**config.mk**
```make
export PLATFORM = sky130hd
export DESIGN_NAME = teclado_senha
export DESIGN_NICKNAME = d
export VERILOG_FILES = /design/src/rtl/teclado_senha.sv
export SDC_FILE = /design/constraint.sdc
export NUM_CORES = 1
export LEC_CHECK = 0
export CAP_MARGIN = 30
export CORE_ASPECT_RATIO = 1.75
export CORE_UTILIZATION = 40
export DETAILED_ROUTE_END_ITERATION = 10
export PLACE_DENSITY = 0.58
export SETUP_SLACK_MARGIN = 0.4
export SKIP_LAST_GASP = 1
export SLEW_MARGIN = 20
export SYNTH_ARGS = -nofsm -noshare
export SYNTH_HDL_FRONTEND = slang
export SYNTH_SLANG_ARGS = --single-unit
export TNS_END_PERCENT = 1
```
**constraint.sdc**
```tcl
create_clock -name clk -period 5 [get_ports clk]
set_clock_uncertainty 0.1 [all_clocks]
set_input_delay 0.75 -clock clk [delete_from_list [all_inputs] [get_ports clk]]
set_output_delay 0.75 -clock clk [all_outputs]
set_load 0.05 [all_outputs]
```
**src/rtl/teclado_senha.sv**
```systemverilog
// teclado_senha: keypad digit collector.
// Accumulates BCD digits from decoded key events into a password packet and
// hands complete entries to the lock controller with a one-cycle strobe.
module teclado_senha #(
   parameter int MAX_DIGITS     = 20,
   parameter int MIN_DIGITS     = 4,
   parameter int TIMEOUT_CYCLES = 5000
) (
   input  logic                    clk,
   input  logic                    rst,
   input  logic                    teclado_en,
   input  logic                    key_valid,
   input  logic [3:0]              key_code,
   output logic [4*MAX_DIGITS-1:0] digitos_value,
   output logic                    digitos_valid,
   output logic [4:0]              digit_count,
   output logic                    timeout
);

   localparam int PW = 4 * MAX_DIGITS;
   localparam int TW = (TIMEOUT_CYCLES > 1) ? $clog2(TIMEOUT_CYCLES) : 1;

   localparam logic [3:0] KEY_CLEAR   = 4'hA;
   localparam logic [3:0] KEY_CONFIRM = 4'hB;

   typedef enum logic [1:0] {
      S_IDLE,
      S_COLLECT,
      S_SEND
   } state_t;

   state_t          state_q, state_d;
   logic [PW-1:0]   buf_q, buf_d;
   logic [4:0]      cnt_q, cnt_d;
   logic [TW-1:0]   idle_q, idle_d;
   logic [PW-1:0]   value_q, value_d;
   logic            valid_q, valid_d;
   logic            tmo_q, tmo_d;
   logic            is_digit;

   assign is_digit = (key_code <= 4'd9);

   // Next-state logic: disable override first, then per-state key handling.
   always_comb begin
      state_d = state_q;
      buf_d   = buf_q;
      cnt_d   = cnt_q;
      idle_d  = idle_q;
      value_d = value_q;
      valid_d = 1'b0;
      tmo_d   = 1'b0;
      if (!teclado_en) begin
         // Disabled keypad discards any entry; the last packet stays visible.
         state_d = S_IDLE;
         buf_d   = '1;
         cnt_d   = '0;
         idle_d  = '0;
      end else begin
         case (state_q)
            S_IDLE: begin
               idle_d = '0;
               if (key_valid && is_digit) begin
                  // Buffer is all 0xF here, so shifting equals loading.
                  buf_d   = {buf_q[PW-5:0], key_code};
                  cnt_d   = 5'd1;
                  state_d = S_COLLECT;
               end
            end
            S_COLLECT: begin
               if (key_valid) begin
                  // Any key, even an ignored or dropped one, counts as activity.
                  idle_d = '0;
                  if (is_digit) begin
                     if (cnt_q < 5'(MAX_DIGITS)) begin
                        buf_d = {buf_q[PW-5:0], key_code};
                        cnt_d = cnt_q + 5'd1;
                     end
                  end else if (key_code == KEY_CLEAR) begin
                     buf_d   = '1;
                     cnt_d   = '0;
                     state_d = S_IDLE;
                  end else if (key_code == KEY_CONFIRM) begin
                     if (cnt_q >= 5'(MIN_DIGITS)) begin
                        state_d = S_SEND;
                     end else begin
                        buf_d   = '1;
                        cnt_d   = '0;
                        state_d = S_IDLE;
                     end
                  end
               end else if (idle_q == TW'(TIMEOUT_CYCLES - 1)) begin
                  buf_d   = '1;
                  cnt_d   = '0;
                  idle_d  = '0;
                  tmo_d   = 1'b1;
                  state_d = S_IDLE;
               end else begin
                  idle_d = idle_q + 1'b1;
               end
            end
            S_SEND: begin
               // Keys arriving in this cycle are intentionally ignored.
               value_d = buf_q;
               valid_d = 1'b1;
               buf_d   = '1;
               cnt_d   = '0;
               idle_d  = '0;
               state_d = S_IDLE;
            end
            default: begin
               buf_d   = '1;
               cnt_d   = '0;
               idle_d  = '0;
               state_d = S_IDLE;
            end
         endcase
      end
   end

   // State and registered outputs, with synchronous reset.
   always_ff @(posedge clk) begin
      if (rst) begin
         state_q <= S_IDLE;
         buf_q   <= '1;
         cnt_q   <= '0;
         idle_q  <= '0;
         value_q <= '1;
         valid_q <= 1'b0;
         tmo_q   <= 1'b0;
      end else begin
         state_q <= state_d;
         buf_q   <= buf_d;
         cnt_q   <= cnt_d;
         idle_q  <= idle_d;
         value_q <= value_d;
         valid_q <= valid_d;
         tmo_q   <= tmo_d;
      end
   end

   assign digitos_value = value_q;
   assign digitos_valid = valid_q;
   assign digit_count   = cnt_q;
   assign timeout       = tmo_q;

endmodule

```
==> implementation parameters, run 1 <==
Parameter                              Value

Finish
  Layout cell share with drive strength beyond 1    0.0626
  Utilization after layout    0.485
  Number of non-filler instances in the completed layout    1128
  Number of antenna diodes    0
  Layout Nets    891
  Final Cell Area    0.00879 mm^2
  Area added between synthesis and finish    18.3%

Global routing
  Number of antenna violations at the first check in global routing    0
  Pin count of the biggest net entering global routing    88
  Remaining Overflow, GRT    0
  First-pass GRT wire length    27.6 mm
  Global-route usage over all layers    0.179
  Vias in the first global route    5396

Worst setup path
  Crit Reg-Reg Endpoint    buf_q[15]$_SDFFE_PP1P_
  Worst Path Max Fanout    49
  Type of the setup path with the least slack    input port to flop
  Type of element launching the critical path    input port
  Reg2Reg Depth    6
  Crit end category    flop
  Startpoint of the worst-slack reg-to-reg timing path    idle_q[0]$_SDFF_PP0_
  Arrival time worst endpoint    3.45 ns
  Register-to-register path setup slack    2.18 ns
  Data required time of the worst path    5.25 ns

Clocking
  Count of instances resized after the clock tree is built    0
  Number of buffers added for setup after CTS    0
  # clock sinks    182
  Number of hold-repair buffers added at the cts stage    0
  Depth of the CTS H-tree    4
  Clk slew on worst S/H paths    0.07 ns
  TritonCTS Buffers    17
  Skew-Pair Late Insertion Delay    0.43 ns
  CTS Root Cell    clkbuf_16
  Max clock buf depth    2
  Clock tree from TritonCTS    done

Synthesis
  Portion of synthesized cell area occupied by the leading cell type    0.490
  Largest area contributor in the synthesized netlist    dfxtp_1
  Share of synthesized registers carrying an async set or reset    0
  Cell with the most instances after synthesis    dfxtp_1
  Cell area after synthesis    0.00743 mm^2
  Ys Warns    0
  Flop and latch count out of synthesis    182
  Commonest cells post-synth    dfxtp_1 (182), nand2_1 (168), nor2_1 (97), nand3_1 (84), nor3_1 (83)
  Synthesized instance count    824
  Most instantiated flip-flop cell in the synthesis netlist    dfxtp_1
  Ranking of synthesized cells by area    dfxtp_1 (49%), mux2i_1 (11%), nand2_1 (8.5%), nand3_1 (5.7%), nor3_1 (5.6%)
  Library cells used by synthesis    49
  Average size of a mapped cell    9.02 um^2
  Net count after synthesis    834
  Sequential cell area fraction in the yosys report    0.490
  Number of synthesized flops with an enable pin    0

Place
  DPL Wire Length    10.6 mm
  Number of buffers added on ports    94
  Routability congestion estimate from global placement    0.801
  Pre-CTS WS    1.35 ns
  Post-Place Cell Area    0.00821 mm^2
  Count of placed standard cells including taps    1096

Drt
  Routed length per instance    14.6 um
  First-pass iteration count of the detailed router    6
  Routed wire length    16.5 mm
  DR DRC count    0
  Post-route antenna net violation count    0
  Vias    5600
  Via/cell ratio    4.96
  DR iter-0 viols    252

Power and ir drop
  Int Power    2.21 mW
  Leakage component of the power    3.72 nW
  Worst-case vdd ir drop    0.000205 V
  Power density over cell area    333 mW/mm^2
  NetSw    0.713 mW
  Part of the total power dissipated in the clock network    0.457
  Reg power frac    0.497
  Sw Share    0.244
  Overall power consumption    2.92 mW
  Combinational power share    0.046

Hold path
  Class of the tightest hold or removal check    flop to flop
  Hold-critical path depth    1
  End point of the most critical hold path    idle_q[0]$_SDFF_PP0_
  Startpoint of the worst hold path    idle_q[0]$_SDFF_PP0_

Floorplan
  Number of standard-cell rows in the floorplan    65
  Area enclosed by the die boundary    0.0191 mm^2
  Total core area    0.0181 mm^2
  Chip Height    182 um
  Horiz. Die Dim    105 um
  Effective utilization at floorplan    0.410
  Boundary Pins    95

STA
  Final Hold Vio Count    0
  Worst hold margin    0.351 ns
  Maximum clock rate    312 MHz
  Setup violations, final    0
  Setup tns final    0 ns
  RSZ-0062 raised after global routing    no
  Headroom to the max-slew limit    0.374
  Crit share post-route    0.641
  Final setup slack of the worst path    1.79 ns
  Final number of max-transition violations    0
  Transition at the pin with the smallest max-transition slack    0.938 ns
  Minimum clock period    3.21 ns

Flow run
  Reported max-cap violation count    0

Status
  Run status    completed
==> how the worst max path moves through the flow <==
| stage | startpoint | end | slack, ns | cells after the start |
|---|---|---|---|---|
| 3_3_place_gp | key_code[1] | buf_q[13]$_SDFFE_PP1P_ | 1.41 | 6 |
| 4_1_cts | key_code[1] | buf_q[15]$_SDFFE_PP1P_ | 1.79 | 6 |
| 5_1_grt | key_code[1] | buf_q[15]$_SDFFE_PP1P_ | 1.65 | 6 |
| 6_report | key_code[1] | buf_q[15]$_SDFFE_PP1P_ | 1.79 | 6 |
| 2_1_floorplan | digit_count[2]$_SDFFE_PP0P_ | buf_q[0]$_SDFFE_PP1P_ | 2.68 | 6 |
| 3_5_place_dp | key_code[1] | buf_q[15]$_SDFFE_PP1P_ | 1.35 | 6 |
==> cell usage in the layout, fill, tap and decap left out, types with 4 or more instances in the layout <==
cell type,netlist,layout
and3_1,4,4
nor2_1,97,96
clkbuf_16,0,17
nor3_1,83,83
inv_8,0,4
buf_4,0,6
dfxtp_1,182,182
inv_6,0,4
clkdlybuf4s50_1,0,94
nand4_1,5,5
nand3_1,84,84
mux2i_1,80,80
nand2_1,168,168
xor2_1,9,9
==> worst max-delay path: stages <==
cell	delay, ns
clkdlybuf4s50_1	0.54
o21ai_2	0.31
or4b_1	0.46
or4b_4	0.80
buf_12	0.35
mux2i_1	0.22
==> flip-flops by register name (all words and copies together) (netlist names) <==
register,cells
buf_q,80
digit_count,5
digitos_valid,1
digitos_value,80
idle_q,13
state_q,2
timeout,1
==> power groups by stage <==
stage | clock (mW) | combinational, mW | sequential [mW]
6_report | 1.34 | 0.135 | 1.45
5_1_grt | 1.43 | 0.144 | 1.45
4_1_cts | 1.38 | 0.136 | 1.45
3_5_place_dp | 0 | 0.136 | 1.49
3_3_place_gp | 0 | 0.133 | 1.49
2_1_floorplan | 0 | 0.139 | 1.49
==> final cells by class <==
| cell class | count | area, um^2 |
|---|---|---|
| inverter | 4 | 15.0 |
| timing repair buffer | 104 | 1070 |
| sequential | 182 | 3640 |
| fill | 1763 | 9340 |
| tap | 234 | 293 |
| clock buffer | 18 | 429 |
| clock inverter | 14 | 158 |
| multi-input combinational | 572 | 3190 |
==> per-layer routing <==
layer | global-route usage | part of all wire | vias up
met2 | 0.318 | 0.52 | 84
met1 | 0.216 | 0.44 | 2620
li1 | - | - | 2881
met5 | 0 | 0 | -
met3 | 0.0304 | 0.024 | 15
met4 | 0.0654 | 0.017 | 0
==> kinds of logic (layout without fill, tap and decap cells) <==
family / count (synthesis) / count (layout) / share of synthesized area
flip-flops: 182 / 182 / 0.490
multiplexers: 80 / 80 / 0.108
XOR/XNOR: 11 / 11 / 0.0130
adder cells (fa/ha/maj): 2 / 2 / 0.00337
AO/OA/AOI/OAI: 19 / 19 / 0.0231
buffers and inverters: 70 / 140 / 0.0840
AND/OR/NAND/NOR: 460 / 460 / 0.279
Power figures use the tool's default switching activity.
==> run 2, diff against run 1 <==
==> constraint.sdc (replaced) <==
create_clock -name clk -period 3.3 [get_ports clk]
set_clock_uncertainty 0.1 [all_clocks]
set_input_delay 0.495 -clock clk [delete_from_list [all_inputs] [get_ports clk]]
set_output_delay 0.495 -clock clk [all_outputs]
set_load 0.05 [all_outputs]
==> implementation parameters, run 2 (same netlist as run 1, synthesis figures left out) <==
Parameter                              Value

Status
  Run status    completed

Clocking
  Count of instances resized after the clock tree is built    0 (unchanged)
  Clk slew on worst S/H paths    0.07 ns (about the same)
  Skew-Pair Late Insertion Delay    0.43 ns (about the same)
  # clock sinks    182 (unchanged)
  Max clock buf depth    2 (unchanged)
  Number of buffers added for setup after CTS    0 (unchanged)
  TritonCTS Buffers    17 (unchanged)
  Depth of the CTS H-tree    4 (unchanged)
  Clock tree from TritonCTS    done
  Number of hold-repair buffers added at the cts stage    0 (unchanged)
  CTS Root Cell    clkbuf_16

Power and ir drop
  Overall power consumption    4.38 mW (+50%)
  Power density over cell area    496 mW/mm^2 (+49%)
  Leakage component of the power    3.75 nW (+0.61%)
  Worst-case vdd ir drop    0.000307 V (+50%)

STA
  Transition at the pin with the smallest max-transition slack    0.820 ns (-0.118 ns)
  Final Hold Vio Count    0 (unchanged)
  Final setup slack of the worst path    0.872 ns (-0.922 ns)
  Final number of max-transition violations    0 (unchanged)
  RSZ-0062 raised after global routing    no
  Headroom to the max-slew limit    0.453 (+0.0788)
  Crit share post-route    0.736
  Setup violations, final    0 (unchanged)
  Minimum clock period    2.43 ns
  Maximum clock rate    412 MHz
  Worst hold margin    0.352 ns (+0.000653 ns)
  Setup tns final    0 ns (unchanged)

Worst setup path
  Type of the setup path with the least slack    input port to flop
  Worst Path Max Fanout    18 (-63%)
  Arrival time worst endpoint    2.64 ns (-0.81 ns)
  Crit end category    flop
  Data required time of the worst path    3.51 ns (-1.74 ns)
  Type of element launching the critical path    input port

Finish
  Layout Nets    895 (+0.45%)
  Commonest non-fill, non-tap cells in the layout    dfxtp_1 (182), nand2_1 (168), nor2_1 (96)
  Number of non-filler instances in the completed layout    1132 (+0.35%)
  Final Cell Area    0.00883 mm^2 (+0.47%)
  Layout cell share with drive strength beyond 1    0.0679 (+0.00529)
  Utilization after layout    0.487 (+0.00228)
  Number of antenna diodes    0 (unchanged)
  Area added between synthesis and finish    18.9%
  Commonest non-fill, non-tap cell in the layout    dfxtp_1

Global routing
  Number of antenna violations at the first check in global routing    0 (unchanged)
  Vias in the first global route    5603 (+3.8%)
  Pin count of the biggest net entering global routing    80 (-9.1%)
  Remaining Overflow, GRT    0 (unchanged)
  Global-route usage over all layers    0.180 (+0.00120)
  First-pass GRT wire length    27.6 mm (-0.30%)

Drt
  Routed length per instance    14.6 um (about the same)
  Routed wire length    16.5 mm (+0.27%)
  Vias    5669 (+1.2%)
  Via/cell ratio    5.01 (+0.87%)
  DR DRC count    0 (unchanged)
  First-pass iteration count of the detailed router    4 (-2)
  Post-route antenna net violation count    0 (unchanged)
  DR iter-0 viols    282 (+12%)

Hold path
  Class of the tightest hold or removal check    flop to flop

Floorplan
  Number of standard-cell rows in the floorplan    65 (unchanged)
  Boundary Pins    95 (unchanged)
  Total core area    0.0181 mm^2 (unchanged)
  Chip Height    182 um (unchanged)
  Area enclosed by the die boundary    0.0191 mm^2 (unchanged)
  Effective utilization at floorplan    0.410 (unchanged)
  Horiz. Die Dim    105 um (unchanged)

Place
  DPL Wire Length    10.5 mm (-0.56%)
  Routability congestion estimate from global placement    0.825 (+2.9%)
  Post-Place Cell Area    0.00826 mm^2 (+0.64%)
  Count of placed standard cells including taps    1100 (+0.36%)
  Number of buffers added on ports    94 (unchanged)
  Pre-CTS WS    0.468 ns (-0.883 ns)

Flow run
  Reported max-cap violation count    0 (unchanged)
==> run 2: layout make-up <==
type | instances | area (um^2)
clock buffer | 18 | 439
clock inverter | 14 | 136
fill | 1766 | 9300
inverter | 4 | 15.0
multi-input combinational | 572 | 3190
sequential | 182 | 3640
tap | 234 | 293
timing repair buffer | 108 | 1120
==> run 2: worst max-delay path, stage by stage <==
cell and delay (ns):
clkdlybuf4s50_1 0.57, o21ai_2 0.31, a21boi_0 0.19, or4b_4 0.64
buf_4 0.27, mux2i_1 0.15
==> run 2: worst paths after layout <==
kind | startpoint | endpoint | slack (ns) | depth (start not counted)
setup / recovery | key_code[2] | buf_q[35]$_SDFFE_PP1P_ | 0.87 | 6
hold / removal | idle_q[0]$_SDFF_PP0_ | idle_q[0]$_SDFF_PP0_ | 0.35 | 1
setup reg to reg | idle_q[0]$_SDFF_PP0_ | buf_q[35]$_SDFFE_PP1P_ | 1.02 | 6
hold reg to reg | idle_q[0]$_SDFF_PP0_ | idle_q[0]$_SDFF_PP0_ | 0.35 | 1
==> run 2: layer usage <==
metal	track usage	wire [um]	vias to the layer above
met5	0	0	-
met4	0.0727	317	0
met3	0.0350	452	22
met2	0.322	8440	96
met1	0.210	7290	2656
li1	-	-	2895
==> run 2: report_power, final <==
part	leakage, nW	total, mW	switching, mW	internal [mW]
clock	0.286	1.97	0.948	1.02
sequential	1.47	2.20	0.00540	2.20
combinational	1.99	0.210	0.135	0.0755
==> run 3, diff against run 2 <==
==> constraint.sdc (replaced) <==
create_clock -name clk -period 2.5 [get_ports clk]
set_clock_uncertainty 0.1 [all_clocks]
set_input_delay 0.375 -clock clk [delete_from_list [all_inputs] [get_ports clk]]
set_output_delay 0.375 -clock clk [all_outputs]
set_load 0.05 [all_outputs]
==> implementation parameters, run 3 (same netlist as run 1, synthesis figures left out) <==
Parameter                              Value

Worst setup path
  Data required time of the worst path    2.03 ns (-1.48 ns)
  Largest delay contributor family on the critical path    buffers and inverters
  Startpoint of the worst-slack reg-to-reg timing path    idle_q[0]$_SDFF_PP0_
  Critical path depth in cells    1 (-5)
  Maximum cell stage delay along the critical path    0.83 ns (+0.19 ns)
  Worst path buffer plus inverter count    1 (-1)
  Crit path cell chain    clkdlybuf4s50_1
  Crit end category    primary output
  First element of the critical path    digit_count[4]$_SDFFE_PP0P_
  Worst Path Max Fanout    5 (-13)
  Arrival time worst endpoint    1.68 ns (-0.96 ns)
  Type of the setup path with the least slack    flop to primary output
  Slowest stage cell, crit path    clkdlybuf4s50_1
  Reg2Reg Depth    6 (unchanged)
  Type of element launching the critical path    flop

Place
  DPL Wire Length    10.7 mm (+1.8%)
  Routability congestion estimate from global placement    0.832 (+0.85%)
  Post-Place Cell Area    0.00837 mm^2 (+1.4%)
  Number of buffers added on ports    94 (unchanged)
  Count of placed standard cells including taps    1113 (+1.2%)

Global routing
  Remaining Overflow, GRT    0 (unchanged)
  Global-route usage over all layers    0.182 (+0.00138)
  Number of antenna violations at the first check in global routing    0 (unchanged)
  Pin count of the biggest net entering global routing    82 (+2.5%)
  Vias in the first global route    5581 (-0.39%)
  First-pass GRT wire length    27.9 mm (+1.3%)

Hold path
  Hold-critical path depth    2 (+1)
  Startpoint of the worst hold path    digitos_value[24]$_SDFFE_PP1P_
  Class of the tightest hold or removal check    flop to flop

STA
  Setup violations, final    0 (unchanged)
  Final Hold Vio Count    0 (unchanged)
  Minimum clock period    2.15 ns
  Headroom to the max-slew limit    0.606 (+0.153)
  Transition at the pin with the smallest max-transition slack    0.591 ns (-0.229 ns)
  Crit share post-route    0.861
  RSZ-0062 raised after global routing    yes
  Final number of max-transition violations    0 (unchanged)
  Maximum clock rate    465 MHz

Flow run
  Reported max-cap violation count    0 (unchanged)

Clocking
  Clock tree from TritonCTS    done
  CTS Root Cell    clkbuf_16
  # clock sinks    182 (unchanged)
  Depth of the CTS H-tree    4 (unchanged)
  Max clock buf depth    2 (unchanged)
  Number of hold-repair buffers added at the cts stage    0 (unchanged)
  TritonCTS Buffers    17 (unchanged)
  Skew-Pair Late Insertion Delay    0.43 ns (about the same)
  Clk slew on worst S/H paths    0.08 ns (about the same)

Power and ir drop
  Leakage component of the power    3.86 nW (+3.1%)
  Worst-case vdd ir drop    0.000339 V (+10%)
  Power density over cell area    653 mW/mm^2 (+32%)

Floorplan
  Chip Height    182 um (unchanged)
  Boundary Pins    95 (unchanged)
  Total core area    0.0181 mm^2 (unchanged)
  Horiz. Die Dim    105 um (unchanged)
  Area enclosed by the die boundary    0.0191 mm^2 (unchanged)
  Effective utilization at floorplan    0.410 (unchanged)
  Number of standard-cell rows in the floorplan    65 (unchanged)

Drt
  Vias    5712 (+0.76%)
  Routed length on met2    8.86 mm (+5.0%)
  First-pass iteration count of the detailed router    4 (unchanged)
  DR DRC count    0 (unchanged)
  Routed length on met1    7.26 mm (-0.49%)
  DR iter-0 viols    220 (-22%)
  Routed wire length    16.7 mm (+1.5%)
  Via/cell ratio    4.98 (-0.56%)
  Highest signal layer in the routed design    met4
  Post-route antenna net violation count    0 (unchanged)
  Detailed-routed wire length on met3    376 um (-17%)
  Routed length per instance    14.6 um (+0.14%)

Finish
  Final Cell Area    0.00903 mm^2 (+2.2%)
  Area added between synthesis and finish    21.5%
  Layout cell share with drive strength beyond 1    0.0920 (+0.0241)
  Number of non-filler instances in the completed layout    1147 (+1.3%)
  Commonest non-fill, non-tap cells in the layout    dfxtp_1 (175), nand2_1 (168), nor2_1 (96)
  Number of antenna diodes    0 (unchanged)
  Layout Nets    910 (+1.7%)
  Commonest non-fill, non-tap cell in the layout    dfxtp_1

Status
  Run status    completed
run 3: worst min-delay path: stages, from the launching register on:
cell and delay (ns):
dfxtp_1 0.33, nand2_1 0.05, nand3_1 0.06
run 3: metrics by stage:
| step | worst slack (ns) | power [mW] | utilization | hold slack, ns | TNS [ns] |
|---|---|---|---|---|---|
| final | 0.348 | 5.90 | 0.498 | 0.367 | 0 |
| after global routing | 0.299 | 6.12 | 0.498 | 0.388 | 0 |
| after CTS | 0.297 | 5.96 | 0.494 | 0.350 | 0 |
| after detailed placement | -0.0646 | 3.27 | 0.462 | 0.336 | -0.744 |
| after global placement | -0.0162 | 3.27 | 0.462 | 0.329 | -0.241 |
| after floorplan | 0.455 | 3.25 | - | 0.313 | 0 |
run 3: layout make-up:
| cell class | count | area [um^2] |
|---|---|---|
| Tap cell | 234 | 293 |
| Sequential cell | 182 | 3650 |
| Multi-Input combinational cell | 572 | 3200 |
| Timing Repair Buffer | 123 | 1280 |
| Clock buffer | 18 | 429 |
| Fill cell | 1747 | 9110 |
| Inverter | 4 | 15.0 |
| Clock inverter | 14 | 155 |
run 3: path summary, 6_finish.rpt:
check,slack (ns),end
worst min register to register,0.37,digitos_value[24]$_SDFFE_PP1P_
worst max-delay path,0.35,digit_count[4]
worst min-delay path,0.37,digitos_value[24]$_SDFFE_PP1P_
worst max register to register,0.35,digit_count[1]$_SDFFE_PP0P_
run 3: routing by layer:
layer  vias up  GRT usage
li1       2933          -
met1      2691      0.211
met2        75      0.332
met3        13     0.0329
met4         0     0.0642
met5         -          0
run 3: power by group:
group | internal (mW) | total (mW) | switching (mW)
clock network | 1.42 | 2.69 | 1.26
registers | 2.90 | 2.91 | 0.00656
logic | 0.121 | 0.305 | 0.184
run 3: repair_timing:
| item | CTS | global route |
|---|---|---|
| hold endpoints to repair | 0 | 0 |
| gates cloned | 0 | 1 |
| setup buffers | 0 | 1 |
| resized for setup | 3 | 9 |
| pin swaps | 0 | 1 |
| setup endpoints to repair | 91 | 102 |
